[config.mk]
export PLATFORM = sky130hd
export DESIGN_NAME = alu_seq_display
export DESIGN_NICKNAME = d
export VERILOG_FILES = /design/src/rtl/alu_pkg.sv /design/src/rtl/seg_scan_driver.sv /design/src/rtl/alu_seq_display.sv
export SDC_FILE = /design/constraint.sdc
export NUM_CORES = 1
export LEC_CHECK = 0
export CAP_MARGIN = 20
export CORE_MARGIN = 2
export CORE_UTILIZATION = 55
export DETAILED_ROUTE_END_ITERATION = 6
export HOLD_SLACK_MARGIN = 0.12
export PLACE_DENSITY = 0.82
export SYNTH_ARGS = -nofsm -noshare
export SYNTH_HDL_FRONTEND = slang
export SYNTH_HIERARCHICAL = 1
export SYNTH_SLANG_ARGS = --single-unit
[constraint.sdc]
create_clock -name clk -period 2.4 [get_ports clk]
set_input_delay 0.48 -clock clk [delete_from_list [all_inputs] [get_ports clk]]
set_output_delay 0.48 -clock clk [all_outputs]
set_load 0.005 [all_outputs]
[src/rtl/alu_pkg.sv]
// Shared types and constants for the sequential ALU and its multiplexed hex display.
// Optional build macro honoured by the display driver: LEADING_ZERO_BLANK_EN.
package alu_pkg;

  typedef enum logic [2:0] {
    OP_ADD = 3'd0,
    OP_SUB = 3'd1,
    OP_AND = 3'd2,
    OP_OR  = 3'd3,
    OP_XOR = 3'd4,
    OP_SHL = 3'd5,
    OP_SHR = 3'd6,
    OP_NOT = 3'd7
  } opcode_t;

  typedef enum logic [1:0] {
    ST_IDLE = 2'd0,
    ST_EXEC = 2'd1,
    ST_DONE = 2'd2
  } state_t;

  localparam int FLAG_N = 3;
  localparam int FLAG_Z = 2;
  localparam int FLAG_C = 1;
  localparam int FLAG_V = 0;

  // Active-low common-anode segments, bit order {g,f,e,d,c,b,a}
  localparam logic [6:0] HEX_SEG [16] = '{
    7'b1000000, 7'b1111001, 7'b0100100, 7'b0110000,
    7'b0011001, 7'b0010010, 7'b0000010, 7'b1111000,
    7'b0000000, 7'b0010000, 7'b0001000, 7'b0000011,
    7'b1000110, 7'b0100001, 7'b0000110, 7'b0001110
  };

  localparam logic [6:0] SEG_BLANK = 7'b1111111;

  function automatic logic [6:0] hex_to_seg(input logic [3:0] nibble);
    return HEX_SEG[nibble];
  endfunction

endpackage

[src/rtl/seg_scan_driver.sv]
// Time-multiplexed hex scanner: prescaled digit rotation, nibble lookup and
// optional leading-zero blanking when LEADING_ZERO_BLANK_EN is defined.
module seg_scan_driver
  import alu_pkg::*;
#(
  parameter int DIGITS      = 2,
  parameter int REFRESH_DIV = 50000,
  parameter int NIBBLES_W   = DIGITS * 4
) (
  input  logic                 clk,
  input  logic                 rst,
  input  logic [NIBBLES_W-1:0] value,
  output logic [6:0]           seg,
  output logic [DIGITS-1:0]    digit_en
);

  localparam int PS_W  = (REFRESH_DIV > 1) ? $clog2(REFRESH_DIV) : 1;
  localparam int IDX_W = (DIGITS > 1) ? $clog2(DIGITS) : 1;
  localparam int PAD_W = DIGITS * 4;

  logic [PS_W-1:0]  prescaler;
  logic [IDX_W-1:0] digit_idx;
  logic [PAD_W-1:0] padded;
  logic [3:0]       nibble;
  logic             blank;

  assign padded = PAD_W'(value);

  // Dwell counter and digit rotation
  always_ff @(posedge clk) begin
    if (rst) begin
      prescaler <= '0;
      digit_idx <= '0;
    end else if (prescaler == PS_W'(REFRESH_DIV - 1)) begin
      prescaler <= '0;
      if (digit_idx == IDX_W'(DIGITS - 1)) begin
        digit_idx <= '0;
      end else begin
        digit_idx <= digit_idx + IDX_W'(1);
      end
    end else begin
      prescaler <= prescaler + PS_W'(1);
    end
  end

  // Digit select and segment decode for the digit currently scanned
  always_comb begin
    nibble   = padded[{digit_idx, 2'b00} +: 4];
    digit_en = ~(DIGITS'(1) << digit_idx);
`ifdef LEADING_ZERO_BLANK_EN
    // Digit 0 always shows so that a zero result reads as a single "0"
    blank = (digit_idx != '0) && ((padded >> {digit_idx, 2'b00}) == '0);
`else
    blank = 1'b0;
`endif
    if (blank) begin
      seg = SEG_BLANK;
    end else begin
      seg = hex_to_seg(nibble);
    end
  end

endmodule

[src/rtl/alu_seq_display.sv]
// Sequential ALU (capture -> execute -> done) with registered result/flags,
// driving a multiplexed hex display. Optional macro: LEADING_ZERO_BLANK_EN.
module alu_seq_display
  import alu_pkg::*;
#(
  parameter int N           = 4,
  parameter int DIGITS      = 2,
  parameter int REFRESH_DIV = 50000
) (
  input  logic              clk,
  input  logic              rst,
  input  logic [N-1:0]      firstNum,
  input  logic [N-1:0]      secNum,
  input  logic [2:0]        opSel,
  input  logic              execute,
  output logic [N-1:0]      result,
  output logic [3:0]        flags,
  output logic              busy,
  output logic              done,
  output logic [6:0]        segOutput,
  output logic [DIGITS-1:0] digitEnable
);

  localparam logic [N:0] N_VAL = (N + 1)'(N);

  state_t         state, state_next;
  logic           exec_prev;
  logic           exec_rise;
  logic [N-1:0]   op_a, op_b;
  opcode_t        op;
  logic [N:0]     wide;
  logic [N-1:0]   alu_res;
  logic           alu_c, alu_v;

  assign exec_rise = execute & ~exec_prev;

  // ALU datapath on the captured operands
  always_comb begin
    wide    = '0;
    alu_res = '0;
    alu_c   = 1'b0;
    alu_v   = 1'b0;
    case (op)
      OP_ADD: begin
        wide    = {1'b0, op_a} + {1'b0, op_b};
        alu_res = wide[N-1:0];
        alu_c   = wide[N];
        alu_v   = (op_a[N-1] == op_b[N-1]) && (alu_res[N-1] != op_a[N-1]);
      end
      OP_SUB: begin
        wide    = {1'b0, op_a} + {1'b0, ~op_b} + (N + 1)'(1);
        alu_res = wide[N-1:0];
        alu_c   = wide[N];
        alu_v   = (op_a[N-1] != op_b[N-1]) && (alu_res[N-1] != op_a[N-1]);
      end
      OP_AND: alu_res = op_a & op_b;
      OP_OR:  alu_res = op_a | op_b;
      OP_XOR: alu_res = op_a ^ op_b;
      // The extra bit in 'wide' catches the last bit shifted out
      OP_SHL: begin
        if ({1'b0, op_b} >= N_VAL) begin
          alu_res = '0;
        end else begin
          wide    = {1'b0, op_a} << op_b;
          alu_res = wide[N-1:0];
          alu_c   = wide[N];
        end
      end
      OP_SHR: begin
        if ({1'b0, op_b} >= N_VAL) begin
          alu_res = '0;
        end else begin
          wide    = {op_a, 1'b0} >> op_b;
          alu_res = wide[N:1];
          alu_c   = wide[0];
        end
      end
      OP_NOT: alu_res = ~op_a;
      default: alu_res = '0;
    endcase
  end

  // Next-state logic
  always_comb begin
    state_next = state;
    case (state)
      ST_IDLE: begin
        if (exec_rise) begin
          state_next = ST_EXEC;
        end else begin
          state_next = ST_IDLE;
        end
      end
      ST_EXEC: state_next = ST_DONE;
      ST_DONE: state_next = ST_IDLE;
      default: state_next = ST_IDLE;
    endcase
  end

  // State, operand capture and registered outputs
  always_ff @(posedge clk) begin
    if (rst) begin
      state     <= ST_IDLE;
      exec_prev <= 1'b0;
      op_a      <= '0;
      op_b      <= '0;
      op        <= OP_ADD;
      result    <= '0;
      flags     <= '0;
      busy      <= 1'b0;
      done      <= 1'b0;
    end else begin
      state     <= state_next;
      exec_prev <= execute;
      busy      <= (state_next == ST_EXEC);
      done      <= (state_next == ST_DONE);
      if (state == ST_IDLE && exec_rise) begin
        op_a <= firstNum;
        op_b <= secNum;
        op   <= opcode_t'(opSel);
      end
      if (state == ST_EXEC) begin
        result         <= alu_res;
        flags[FLAG_N]  <= alu_res[N-1];
        flags[FLAG_Z]  <= (alu_res == '0);
        flags[FLAG_C]  <= alu_c;
        flags[FLAG_V]  <= alu_v;
      end
    end
  end

  seg_scan_driver #(
    .DIGITS      (DIGITS),
    .REFRESH_DIV (REFRESH_DIV),
    .NIBBLES_W   (N)
  ) u_scan (
    .clk      (clk),
    .rst      (rst),
    .value    (result),
    .seg      (segOutput),
    .digit_en (digitEnable)
  );

endmodule

## Word-level counts from Yosys, hierarchy flattened

Memory sizes are Yosys's and may differ from the RTL's.
Index checks and enable logic that the tools add are counted.
Widths: inputs -> output; s select.

| operators by class | value |
|---|---|
| shifts and indexed selects | 4 |
| bitwise operators | 9 |
| reduce and logical (&&, ||, !) cells | 7 |
| $lt $le $gt $ge | 2 |
| eq/ne operators | 15 |
| add/subtract/negate cells | 5 |
| mux-type cells | 12 |

Operators by type and width:

| cell | count |
|---|---|
| $pmux 4 s8 | 1 |
| $add 16x1->16 const B | 1 |
| $eq 16x16->1 const B | 1 |
| $mux 7 | 2 |
| $eq 3x3->1 const B | 4 |
| $add 4x4->5 | 2 |
| $mux 4 | 2 |
| $not 4->4 | 2 |
| $shiftx 8x4->4 | 1 |
| $eq 3x2->1 const B | 2 |
| $add 5x1->5 const B | 1 |
| $ge 5x5->1 const B | 1 |
| $not 4->5 | 1 |
| $shl 4x4->5 | 1 |
| $shr 5x4->5 | 1 |
| $and 4x4->4 | 1 |
| $eq 2x1->1 const B | 2 |
| $ge 4x3->1 const B | 1 |
| $logic_not 4->1 | 1 |
| $mux 1 | 4 |
| $or 4x4->4 | 1 |
| $pmux 1 s4 | 1 |
| $pmux 2 s2 | 1 |
| $xor 4x4->4 | 1 |
| other kinds (14) | 18 |

| storage, ports and cells | value |
|---|---|
| input port bits | 14 |
| memory bits (read-only) | 112 |
| output and inout bits | 19 |
| memories kept | 1 |
| register bits after elaboration | 41 |

Memory list:

| memory | words | bits a word | rd ports | clocked after Yosys merged registers in | write ports | RTL line | RTL |
|---|---|---|---|---|---|---|---|
| (name not given) | 16 | 7 | 1 | 0 | 0 | alu_pkg.sv:38 | `return HEX_SEG[nibble];` |

## Longest topological paths before layout

| logic depth | value |
|---|---|
| word-level depth | 6 |
| gate-level depth with buffers | 10 |
| depth with buffers taken out | 10 |

## By module

The synthesis kept the hierarchy.

Modules (own cells, without submodules):

| module | seq. area each (sq um) | area an instance (sq um) | instances | cells each |
|---|---|---|---|---|
| alu_seq_display | 440.4 | 1692.9 | 1 | 207 |
| seg_scan_driver | 340.3 | 1051.0 | 1 | 128 |

## Worst setup path before layout

No wires, ideal clock.

| timing path | value |
|---|---|
| kind | register to register |
| from | register op_b[0] |
| to | register flags[2] |
| setup time | 0.115 ns |
| stages on the path, launching flop included | 9 |
| data arrival time | 1.855 ns |
| clock period less this slack | 1.971 ns |
| setup slack | 0.429 ns |
| cell sequence | dfxtp_1 -> ha_1 -> fa_1 -> nor2b_1 -> a211oi_1 -> a211oi_1 -> a221oi_2 -> and2_1 -> a31o_1 |

| between the ends | value |
|---|---|
| word-level cells in the longest chain between the ends | 5 |
| elaborated cells between the ends (all ways) | 14 |
| those cells by class | 3 x add/sub; 1 x order compare; 2 x shift; 3 x mux; 4 x bitwise; 1 x reduce/logical |

RTL lines:

| item | RTL line | RTL |
|---|---|---|
| start: declaration | alu_seq_display.sv:29 | `logic [N-1:0] op_a, op_b;` |
| start signal: assignment | alu_seq_display.sv:119 | `op_b <= secNum;` |
| $not 4->4 | alu_seq_display.sv:51 | `wide = {1'b0, op_a} + {1'b0, ~op_b} + (N + 1)'(1);` |
| $add 4x4->5 | alu_seq_display.sv:51 |  |
| $add 5x1->5 | alu_seq_display.sv:51 |  |
| $pmux 4 s8 (*) | alu_seq_display.sv:43 | `case (op)` |
| $logic_not 4->1 (*) | alu_seq_display.sv:125 | `flags[FLAG_Z] <= (alu_res == '0);` |
| end signal: indexed assignment | alu_seq_display.sv:125 |  |
| end signal: indexed assignment | alu_seq_display.sv:126 | `flags[FLAG_C] <= alu_c;` |
| end signal: indexed assignment | alu_seq_display.sv:127 | `flags[FLAG_V] <= alu_v;` |
| end: declaration | alu_seq_display.sv:17 | `output logic [3:0] flags,` |

Mark *: on every way between the ends. The rest lies on a longest branch, timed or not.
A chain may end at the register's enable or synchronous reset.

## Worst setup path after layout

| timing path | value |
|---|---|
| from | register result[1] |
| to | output segOutput[6] |

| between the ends | value |
|---|---|
| word-level cells in the longest chain between the ends | 5 |

RTL lines:

| item | RTL line | RTL |
|---|---|---|
| start: declaration | alu_seq_display.sv:16 | `output logic [N-1:0] result,` |
| start signal: assignment | alu_seq_display.sv:123 | `result <= alu_res;` |
| $shiftx 8x4->4 | seg_scan_driver.sv:48 | `nibble = padded[{digit_idx, 2'b00} +: 4];` |
| $not 4->5 (implied by the code) | alu_pkg.sv:38 |  |
| $mem_v2 16x7 | -- |  |
| $mux 7 (implied by the code) (2 in series) | alu_pkg.sv:38 |  |
| end: declaration | alu_seq_display.sv:20 | `output logic [6:0] segOutput,` |

No other way between the ends. The select of a mux whose other input is x is not followed.

==> run summary <==
share of layout cells above drive strength 1 = 0.1478
global-route wire length before repair = 10,270 um
Int Pwr = 1174 uW
cell accounting for the most synthesized area = dfxtp_1
Max clock buf depth = 2
Vias per Instance = 5.626
number of I/O pins = 33
netlist area before placement = 0.002744 mm2
Worst Setup Start Kind = register
Most used DFF post-synth = dfxtp_1
RD Place Congestion = 0.9248
#FFs+latches synth = 39
cell count after synthesis = 335
EDFF count, synth = 0
antenna cell count = 0
initial DRC count = 162
largest cells by area after synthesis = dfxtp_1 (28%), ha_1 (9.1%), nor2_1 (5.3%)
Clock Skew = 0.006810 ns
WL per Instance = 14.38 um
initial core utilization = 0.5771
vias in the first global route = 2,233
CP required = 1.92 ns
CP Capture Type = output pin
Layout Nets = 407
Hold Startpoint = u_scan/prescaler[0]
placed cells = 430
Power Total = 1646 uW
top cells by count, synth = dfxtp_1 (39), nor2_1 (39), nand2_1 (36)
reg2reg setup slack = 0.27 ns
max_cap viols = 0
CTS root buf = clkbuf_8
Post-DRT Antenna Nets = 0
CTS tree = yes
H-tree Lvls = 2
async set-reset flop share out of synthesis = 0
Yosys top cell area share = 0.2845
chip height = 74.63 um
min Tclk post-route = 2.336 ns
FMAX = 428.1 MHz
clock network fraction of total power = 0.333
CTS clk-pin slew, worst paths = 0.08 ns
hold crit path type = reg -> reg
Final Max Slew Viols = 0
Die W = 74.63 um
syn nets = 371
vias = 2,470
P per Cell Area = 495.9 mW/mm2
sequential-to-total area share from yosys stat = 0.2845
final worst setup slack = 0.06396 ns
Hold EP = u_scan/prescaler[0]
Reg power frac = 0.435
met1 usage = 0.3319
initial antenna violation count = 0
grt ovf = 0
crit path DAT = 1.86 ns
largest net degree at the start of global routing = 22
GR peak layer = met2
clk sinks = 39
die footprint = 0.005570 mm2
hpwl dp = 4500 um
Synth Warn # = 6
status = finished clean
Worst VDD drop = 0.5766 mV
CTS buffer count = 5
Syn-to-layout area delta = 20.98%
Syn Area/Cell = 8.191 um2
Crit Path Max Fanout = 4
Logic pwr share = 0.232
DRC viols = 0
GRT Total Usage = 0.2378
Hold Buf Count CTS = 0
post-synthesis cell type count = 62
worst skew pair latency = 0.30 ns
Worst Reg-to-Reg Cells = 7
met3 usage = 0.04552
Worst Tran Pin Value = 0.7330 ns
Crit Path Category = reg -> out
Cell Count, Final, Fillers Out = 439
met2 Use GR = 0.3697
Sw Ratio = 0.2865
number of setup violations in the final report = 0
WL final = 6313 um
CP Launch Point = result[1]
max_slew headroom = 0.5103
CORE AREA = 0.004755 mm2
Lkg Pwr = 0.001330 uW
Worst R2R End = result[3]
drt first pass iters = 5
WHS Path Cells = 1
P_sw = 471.7 uW
Core Rows = 25
Placement Setup Slack = 0.04310 ns
Final Hold Violating Endpoints = 0
worst r2r src = op_b[1]
Port Buffers = 32
Final Cycle Share = 0.9733
worst max path at each step:
| stage | slack [ns] | cells past startpoint | endpoint |
|---|---|---|---|
| 3_3_place_gp | 0.11 | 7 | segOutput[6] |
| 4_1_cts | -0.07 | 8 | segOutput[3] |
| 2_1_floorplan | 0.43 | 8 | flags[2] |
| 5_1_grt | -0.01 | 7 | segOutput[6] |
| 6_report | 0.06 | 7 | segOutput[6] |
| 3_5_place_dp | 0.04 | 7 | segOutput[6] |
critical path, cell delays in order, from the launching register on:
cell and delay (ns):
dfxtp_2 0.34, nor2b_4 0.24, inv_2 0.10, ha_2 0.22, mux2_2 0.26, nand2_1 0.07
o311ai_0 0.17, clkbuf_2 0.16
state kept, by name (all words and copies together) (netlist names):
name and flops:
done 1, state 1, op_a 4, u_scan/digit_idx 1, exec_prev 1, op 3, busy 1, result 4
u_scan/prescaler 16, flags 3, op_b 4
cell usage in the layout, fill, tap and decap left out, types with 4 or more instances in the layout:
| cell | count |
|---|---|
| dfxtp_1 | 36 |
| o21ai_0 | 11 |
| a211oi_1 | 6 |
| inv_1 | 12 |
| xnor2_1 | 11 |
| a21oi_1 | 24 |
| and3_1 | 5 |
| nand2_1 | 35 |
| or3_1 | 4 |
| clkdlybuf4s50_1 | 25 |
| ha_1 | 16 |
| nor3_1 | 6 |
| nand4_1 | 5 |
| dlymetal6s2s_1 | 5 |
| xor2_1 | 8 |
| nor2b_1 | 4 |
| nor2_1 | 38 |
| nand3_1 | 9 |
| mux2i_1 | 9 |
| buf_4 | 18 |
| nand2b_1 | 4 |
| clkbuf_8 | 5 |
layout make-up:
cell class	instances	area, um2
clock buffer	5	68.82
tap	67	83.83
clock inverter	3	43.79
timing repair buffer	50	462.9
multi-input combinational	259	1814
fill	385	1435
sequential	39	784.5
inverter	16	61.31
cells by family (layout without fill, tap and decap cells):
logic type,Yosys count,in the layout,share of synthesized area
DFF,39,39,0.2845
AOI/OAI and AO/OA,73,73,0.1806
buffers and inverters,37,74,0.07888
muxes,10,10,0.03694
adders and majority gates,22,22,0.1058
and+or+nand+nor,135,135,0.2526
xor gates and xnor gates,19,19,0.06065
metal layers:
layer,up-vias,routed length [um]
met4,0,87
met3,10,262
met2,70,2970
li1,1238,-
met1,1152,2992
met5,-,0
metrics by stage:
stage,util,TNS [ns],hold slack [ns],area [um2]
after floorplan,-,0,0.4256,2744
after global placement,0.6563,0,0.4368,3120
after detailed placement,0.6563,0,0.4472,3120
after CTS,0.6892,-0.1417,0.4655,3277
after global routing,0.6982,-0.01040,0.4849,3319
final,0.6982,0,0.4641,3319
timing repair:
item | 4_1_cts | 5_1_grt
gates resized for setup | 16 | 13
pin swaps | 0 | 1
setup buffers | 0 | 1
hold endpoints to repair | 0 | 0
setup endpoints to repair | 7 | 5
power by group through the flow:
stage	Clock, uW	Sequential [uW]	Combinational (uW)
after CTS	560	713	374
after floorplan	0	712	259
final	548	715	383
after global routing	588	721	422
after global placement	0	726	359
after detailed placement	0	728	367
(Power assumes the default switching activity.)
